File: src/rtl/io_hub_if.sv
// Load/store bus between the core's IO address decoder and io_hub.
// Ports: addr/wr_en/wdata driven by the core (master), rdata returned
// combinationally by the peripheral (slave).
interface io_hub_if #(
  parameter int DBITS = 32
) ();
  logic [DBITS-1:0] addr;
  logic             wr_en;
  logic [DBITS-1:0] wdata;
  logic [DBITS-1:0] rdata;

  modport master (output addr, output wr_en, output wdata, input rdata);
  modport slave  (input addr, input wr_en, input wdata, output rdata);
endinterface

File: src/rtl/io_hub.sv
// Memory-mapped UI peripheral: HEX/LEDR output registers, debounced KEY/SW inputs,
// sticky key-event status (KCTL) and a programmable interval timer (TCNT/TLIM/TCTL).
// Ports: clk, reset_n (async active-low), bus (slave: addr/wr_en/wdata in, rdata out,
// reads combinational), KEY (active-low pins), SW, LEDR, HEX (active-low 7-seg per digit).
module io_hub #(
  parameter int              DBITS     = 32,
  parameter int              NKEYS     = 4,
  parameter int              NSW       = 10,
  parameter int              NLEDR     = 10,
  parameter int              NHEX      = 4,
  parameter logic [15:0]     DEB_CYC   = 16'd50000,
  parameter logic [31:0]     TICK_CYC  = 32'd100000,
  parameter logic [DBITS-1:0] ADDR_HEX  = 32'hF0000000,
  parameter logic [DBITS-1:0] ADDR_LEDR = 32'hF0000004,
  parameter logic [DBITS-1:0] ADDR_KEY  = 32'hF0000010,
  parameter logic [DBITS-1:0] ADDR_SW   = 32'hF0000014,
  parameter logic [DBITS-1:0] ADDR_TCNT = 32'hF0000020,
  parameter logic [DBITS-1:0] ADDR_TLIM = 32'hF0000024,
  parameter logic [DBITS-1:0] ADDR_KCTL = 32'hF0000110,
  parameter logic [DBITS-1:0] ADDR_TCTL = 32'hF0000120
) (
  input  logic               clk,
  input  logic               reset_n,
  io_hub_if.slave            bus,
  input  logic [NKEYS-1:0]   KEY,
  input  logic [NSW-1:0]     SW,
  output logic [NLEDR-1:0]   LEDR,
  output logic [7*NHEX-1:0]  HEX
);

  // Keys and switches share one synchroniser/debounce array; keys occupy the low bits.
  localparam int NIN = NKEYS + NSW;

  logic [NIN-1:0]    raw, sync1, sync2, deb, deb_nxt, flip;
  logic [15:0]       cnt [NIN];
  logic [4*NHEX-1:0] hex_reg;
  logic [NLEDR-1:0]  ledr_reg;
  logic [DBITS-1:0]  tcnt, tlim, rdata;
  logic [31:0]       presc;
  logic              k_rdy, k_ovr, t_rdy, t_ovr;
  logic              wr_hex, wr_ledr, wr_tcnt, wr_tlim, wr_kctl, wr_tctl;
  logic              k_clr_rdy, k_clr_ovr, t_clr_rdy, t_clr_ovr;
  logic              key_ev, t_ev, run, presc_wrap, tcnt_last;

  // Pressed keys become 1 before synchronisation so reset (all 0) means "released".
  assign raw = {SW, ~KEY};

  assign wr_hex  = bus.wr_en && (bus.addr == ADDR_HEX);
  assign wr_ledr = bus.wr_en && (bus.addr == ADDR_LEDR);
  assign wr_tcnt = bus.wr_en && (bus.addr == ADDR_TCNT);
  assign wr_tlim = bus.wr_en && (bus.addr == ADDR_TLIM);
  assign wr_kctl = bus.wr_en && (bus.addr == ADDR_KCTL);
  assign wr_tctl = bus.wr_en && (bus.addr == ADDR_TCTL);

  // Writing 0 to a status bit clears it; writing 1 leaves it alone.
  assign k_clr_rdy = wr_kctl && !bus.wdata[0];
  assign k_clr_ovr = wr_kctl && !bus.wdata[2];
  assign t_clr_rdy = wr_tctl && !bus.wdata[0];
  assign t_clr_ovr = wr_tctl && !bus.wdata[2];

  always_comb begin
    deb_nxt = deb;
    flip    = '0;
    for (int i = 0; i < NIN; i++) begin
      flip[i] = (sync2[i] != deb[i]) && (cnt[i] == DEB_CYC - 16'd1);
      if (flip[i]) deb_nxt[i] = ~deb[i];
    end
  end

  assign key_ev = |(deb_nxt[NKEYS-1:0] & ~deb[NKEYS-1:0]);

  // A TCNT write overrides the tick in the same cycle, including any wrap event.
  assign run        = (tlim != '0);
  assign presc_wrap = run && (presc == TICK_CYC - 32'd1);
  assign tcnt_last  = (tcnt == tlim - DBITS'(1));
  assign t_ev       = presc_wrap && tcnt_last && !wr_tcnt;

  always_ff @(posedge clk or negedge reset_n) begin
    if (!reset_n) begin
      sync1    <= '0;
      sync2    <= '0;
      deb      <= '0;
      for (int i = 0; i < NIN; i++) cnt[i] <= '0;
      hex_reg  <= '0;
      ledr_reg <= '0;
      tcnt     <= '0;
      tlim     <= '0;
      presc    <= '0;
      k_rdy    <= 1'b0;
      k_ovr    <= 1'b0;
      t_rdy    <= 1'b0;
      t_ovr    <= 1'b0;
    end else begin
      sync1 <= raw;
      sync2 <= sync1;
      deb   <= deb_nxt;
      for (int i = 0; i < NIN; i++) begin
        if ((sync2[i] == deb[i]) || flip[i]) cnt[i] <= '0;
        else                                 cnt[i] <= cnt[i] + 16'd1;
      end

      if (wr_hex)  hex_reg  <= bus.wdata[4*NHEX-1:0];
      if (wr_ledr) ledr_reg <= bus.wdata[NLEDR-1:0];
      if (wr_tlim) tlim     <= bus.wdata;

      if (wr_tcnt) begin
        tcnt  <= bus.wdata;
        presc <= '0;
      end else if (presc_wrap) begin
        presc <= '0;
        tcnt  <= tcnt_last ? '0 : tcnt + DBITS'(1);
      end else if (run) begin
        presc <= presc + 32'd1;
      end

      // Event beats a simultaneous clear.
      k_rdy <= key_ev | (k_rdy & ~k_clr_rdy);
      k_ovr <= (key_ev & k_rdy & ~k_clr_rdy) | (k_ovr & ~k_clr_ovr);
      t_rdy <= t_ev | (t_rdy & ~t_clr_rdy);
      t_ovr <= (t_ev & t_rdy & ~t_clr_rdy) | (t_ovr & ~t_clr_ovr);
    end
  end

  function automatic logic [6:0] seg7(input logic [3:0] n);
    case (n)
      4'h0: seg7 = 7'b1000000;  4'h1: seg7 = 7'b1111001;
      4'h2: seg7 = 7'b0100100;  4'h3: seg7 = 7'b0110000;
      4'h4: seg7 = 7'b0011001;  4'h5: seg7 = 7'b0010010;
      4'h6: seg7 = 7'b0000010;  4'h7: seg7 = 7'b1111000;
      4'h8: seg7 = 7'b0000000;  4'h9: seg7 = 7'b0010000;
      4'hA: seg7 = 7'b0001000;  4'hB: seg7 = 7'b0000011;
      4'hC: seg7 = 7'b1000110;  4'hD: seg7 = 7'b0100001;
      4'hE: seg7 = 7'b0000110;  default: seg7 = 7'b0001110;
    endcase
  endfunction

  always_comb begin
    HEX = '0;
    for (int i = 0; i < NHEX; i++) HEX[7*i +: 7] = seg7(hex_reg[4*i +: 4]);
  end

  assign LEDR = ledr_reg;

  always_comb begin
    rdata = '0;
    case (bus.addr)
      ADDR_HEX:  rdata = DBITS'(hex_reg);
      ADDR_LEDR: rdata = DBITS'(ledr_reg);
      ADDR_KEY:  rdata = DBITS'(deb[NKEYS-1:0]);
      ADDR_SW:   rdata = DBITS'(deb[NIN-1:NKEYS]);
      ADDR_TCNT: rdata = tcnt;
      ADDR_TLIM: rdata = tlim;
      ADDR_KCTL: rdata = DBITS'({k_ovr, 1'b0, k_rdy});
      ADDR_TCTL: rdata = DBITS'({t_ovr, 1'b0, t_rdy});
      default:   rdata = '0;
    endcase
  end

  assign bus.rdata = rdata;

endmodule

File: src/flat_wrapper.sv
// flat-port wrapper written by rule: the top's interface ports become plain ports
module io_hub_flat 
#(
  parameter int              DBITS     = 32,
  parameter int              NKEYS     = 4,
  parameter int              NSW       = 10,
  parameter int              NLEDR     = 10,
  parameter int              NHEX      = 4,
  parameter logic [15:0]     DEB_CYC   = 16'd50000,
  parameter logic [31:0]     TICK_CYC  = 32'd100000,
  parameter logic [DBITS-1:0] ADDR_HEX  = 32'hF0000000,
  parameter logic [DBITS-1:0] ADDR_LEDR = 32'hF0000004,
  parameter logic [DBITS-1:0] ADDR_KEY  = 32'hF0000010,
  parameter logic [DBITS-1:0] ADDR_SW   = 32'hF0000014,
  parameter logic [DBITS-1:0] ADDR_TCNT = 32'hF0000020,
  parameter logic [DBITS-1:0] ADDR_TLIM = 32'hF0000024,
  parameter logic [DBITS-1:0] ADDR_KCTL = 32'hF0000110,
  parameter logic [DBITS-1:0] ADDR_TCTL = 32'hF0000120
)
  (clk, reset_n, KEY, SW, LEDR, HEX, bus_addr, bus_wr_en, bus_wdata, bus_rdata);
  io_hub_if #(.DBITS(DBITS)) bus_i ();
  input  logic clk;
  input  logic reset_n;
  input  logic [NKEYS-1:0] KEY;
  input  logic [NSW-1:0] SW;
  output logic [NLEDR-1:0] LEDR;
  output logic [7*NHEX-1:0] HEX;
  input wire logic [$bits(bus_i.addr)-1:0] bus_addr;
  input wire logic [$bits(bus_i.wr_en)-1:0] bus_wr_en;
  input wire logic [$bits(bus_i.wdata)-1:0] bus_wdata;
  output wire logic [$bits(bus_i.rdata)-1:0] bus_rdata;
  assign bus_i.addr = bus_addr;
  assign bus_i.wr_en = bus_wr_en;
  assign bus_i.wdata = bus_wdata;
  assign bus_rdata = bus_i.rdata;
  io_hub #(.DBITS(DBITS), .NKEYS(NKEYS), .NSW(NSW), .NLEDR(NLEDR), .NHEX(NHEX), .DEB_CYC(DEB_CYC), .TICK_CYC(TICK_CYC), .ADDR_HEX(ADDR_HEX), .ADDR_LEDR(ADDR_LEDR), .ADDR_KEY(ADDR_KEY), .ADDR_SW(ADDR_SW), .ADDR_TCNT(ADDR_TCNT), .ADDR_TLIM(ADDR_TLIM), .ADDR_KCTL(ADDR_KCTL), .ADDR_TCTL(ADDR_TCTL)) u_core (.clk(clk), .reset_n(reset_n), .bus(bus_i), .KEY(KEY), .SW(SW), .LEDR(LEDR), .HEX(HEX));
endmodule
File: config.mk
export PLATFORM = sky130hd
export DESIGN_NAME = io_hub_flat
export DESIGN_NICKNAME = d
export VERILOG_FILES = /design/src/rtl/io_hub_if.sv /design/src/rtl/io_hub.sv /design/src/flat_wrapper.sv
export SDC_FILE = /design/constraint.sdc
export NUM_CORES = 1
export LEC_CHECK = 0
export CORE_MARGIN = 4
export CORE_UTILIZATION = 25
export DETAILED_ROUTE_END_ITERATION = 10
export GPL_ROUTABILITY_DRIVEN = 0
export PLACE_DENSITY_LB_ADDON = 0.1
export SYNTH_ARGS = -nofsm -noshare
export SYNTH_HDL_FRONTEND = slang
export SYNTH_SLANG_ARGS = --single-unit
export TNS_END_PERCENT = 30
File: constraint.sdc
create_clock -name clk -period 4.3 [get_ports clk]
set_input_delay 0.86 -clock clk [delete_from_list [all_inputs] [get_ports clk]]
set_output_delay 0.86 -clock clk [all_outputs]
set_load 0.05 [all_outputs]
==> out/results.ini <==
[run_status]
status=finished clean

[synthesis]
yosysTopAreaCell=dfrtp_1
synth-seq-cells=392
syn_area_um2=20800
synthFlopType=dfrtp_1
ys_warn_count=0
syn_inst=2193
synth.most_common_cell=dfrtp_1
postSynth.asyncResetShare_pct=100
synth_edf_count=0
synth_common_cells=dfrtp_1, nor2_1, nand3_1, nand2_1, xnor2_1
ys_top_cells_by_area=dfrtp_1, nor2_1, xnor2_1
ys_seq_area_share_pct=47.2
avgSynthCellArea_um2=9.47
synth_fp_nets=2315
synth.distinct_cells=63
synth.top_cell.area_share_pct=47.2

[layout]
stdcell_area_um2=25800
seqCellArea_um2=9810
area_growth_pct=24.4
multi_input_area_um2=10400
drive_above_1_share_pct=11.3
largest_reg_flops=224
regMostFlops=u_core.cnt
nNetsFinal=2472
n_fill_cell=8543

[worst_setup_path]
path_max_fanout=12
endpoint_kind=primary output
cp-start-kind=input pin
critPathKind=in2out
cp.arrival_ns=3.19
crit_required_ns=3.44

[grt]
grt_pass1_vias=16733
grt_first_pass_wirelength_um=97400
grt_max_degree=82
grt_antenna_before_repair=3
grt_usage_pct=13.9
grt_overflow=0

[clock_tree]
htreeDepth=2
cts.sinks=392
clk_latency_ns=0.59
path_clk_slew_ns=0.06
cts_tree=built
root_buffer=clkbuf_16
clockBufferDepth=3
cts_buffers=48

[routing]
drt-pass1-iter-count=6
postRouteAntennaNets=0
via_per_inst=4.77
routed_wl_um=61400
drt_iter0_drc=870
vias=16498
wl_per_cell_um=17.8
drc=0

[power_and_ir_drop]
vdd_drop_max_mv=0.263
cellPowerDensity_nw_per_um2=324
power_leakage_nw=11.2

[floorplan]
start_util_pct=25.3
die_h_um=296
die_x_um=296
ios=151
rows=105
dieArea_um2=87800
coreArea_um2=82200

[sta]
slew_viol_final=0
fin_crit_ns=4.05
rsz0062_at_grt=no
fin_tns_setup_ns=0
setup_viol=0
worst_pin_slew_ns=1.15
fmax_ghz=0.247
relSlewSlack_pct=23.1
whs_ns=0.282
hold_viol_final=0
period_share_pct=94.1
fin_skew_ns=0.0207

[run]
maxCapViolations=0

[place]
portBuffers=150
dp_hpwl_um=45100
placed_area_um2=24100

[min_path]
worst_hold_path_type=in2async

placed cells by master, fill, tap and decap left out, types with 41 or more instances in the layout:
cell type          n
buf_4             44
nand3_1          162
xnor2_1          148
clkbuf_16         50
nor2_1           377
mux2_2            72
inv_1             47
nor4_1            59
buf_12            44
clkdlybuf4s50_1  117
ha_1              41
dfrtp_1          392
and3_1            94
xor2_1           123
nor3_1            53
a21oi_1           53
nand2_1          149
worst paths after layout:
check	depth (start not counted)	endpoint	slack, ns	from
max	11	bus_rdata[2]	0.25	bus_addr[1]
min	1	u_core.cnt[108]	0.28	reset_n
max reg2reg	9	u_core.tcnt[12]	0.41	u_core.tlim[8]
min reg2reg	0	u_core.sync2[0]	0.34	u_core.sync1[0]
max in group asynchronous	2	u_core.cnt[191]	3.17	reset_n
min in group clk	0	u_core.sync2[0]	0.34	u_core.sync1[0]
timing repair:
| action | 4_1_cts | 5_1_grt |
|---|---|---|
| hold buffers | 0 | 0 |
| endpoints found under the setup margin | 0 | 32 |
| setup buffers | 0 | 2 |
| resized for setup | 0 | 2 |
cell families (layout without fill, tap and decap cells):
group                      after synthesis  after routing  synth area share [%]
and+or+nand+nor                       1044           1044                  24.3
DFF                                    392            392                  47.2
xor gates and xnor gates               271            271                  11.4
AOI/OAI and AO/OA                      208            208                  6.90
buffers and inverters                  146            340                  2.70
muxes                                   91             91                  5.00
adders and majority gates               41             41                  2.47
other                                    0              1                     0
metrics by stage:
stage / util, % / instances / power, mW / setup slack [ns]
finish: 31.4 / 3458 / 8.37 / 0.253
global route: 31.4 / 3457 / 8.74 / 0.0676
CTS: 31.4 / 3455 / 8.57 / 0.0364
detailed placement: 29.3 / 3368 / 4.13 / 0.0596
global placement: 29.3 / 3368 / 4.12 / 0.102
floorplan: - / 2193 / 3.91 / 0.406
power by group:
group | switching, mW | leakage (nW) | internal, mW
combinational | 0.168 | 5.04 | 0.115
clock | 1.67 | 0.849 | 2.64
sequential | 0.0317 | 5.27 | 3.74
total | 1.87 | 11.2 | 6.49
critical path, stage by stage:
cell             delay, ns
clkdlybuf4s50_1       0.40
nor4b_1               0.33
nand4_1               0.12
buf_4                 0.18
nor4b_2               0.28
buf_4                 0.16
and2_1                0.23
buf_12                0.18
a222oi_1              0.12
nand3_1               0.16
buf_12                0.16
per-layer routing:
metal  part of all wire, %  track usage [%]  wire length [µm]
met5                 0.067                0                41
met3                   4.9             2.85              3040
met1                    49             19.7             29900
met4                   2.1             3.83              1320
met2                    44             21.6             27200
final cells by class:
cell class	count	area share [%]
tap	1070	5.18
multi-input combinational	1655	40.4
clock buffer	62	5.40
sequential	392	38.0
clock inverter	25	1.13
timing repair buffer	206	9.28
antenna	1	0.00968
inverter	47	0.683
Power figures use the tool's default switching activity.
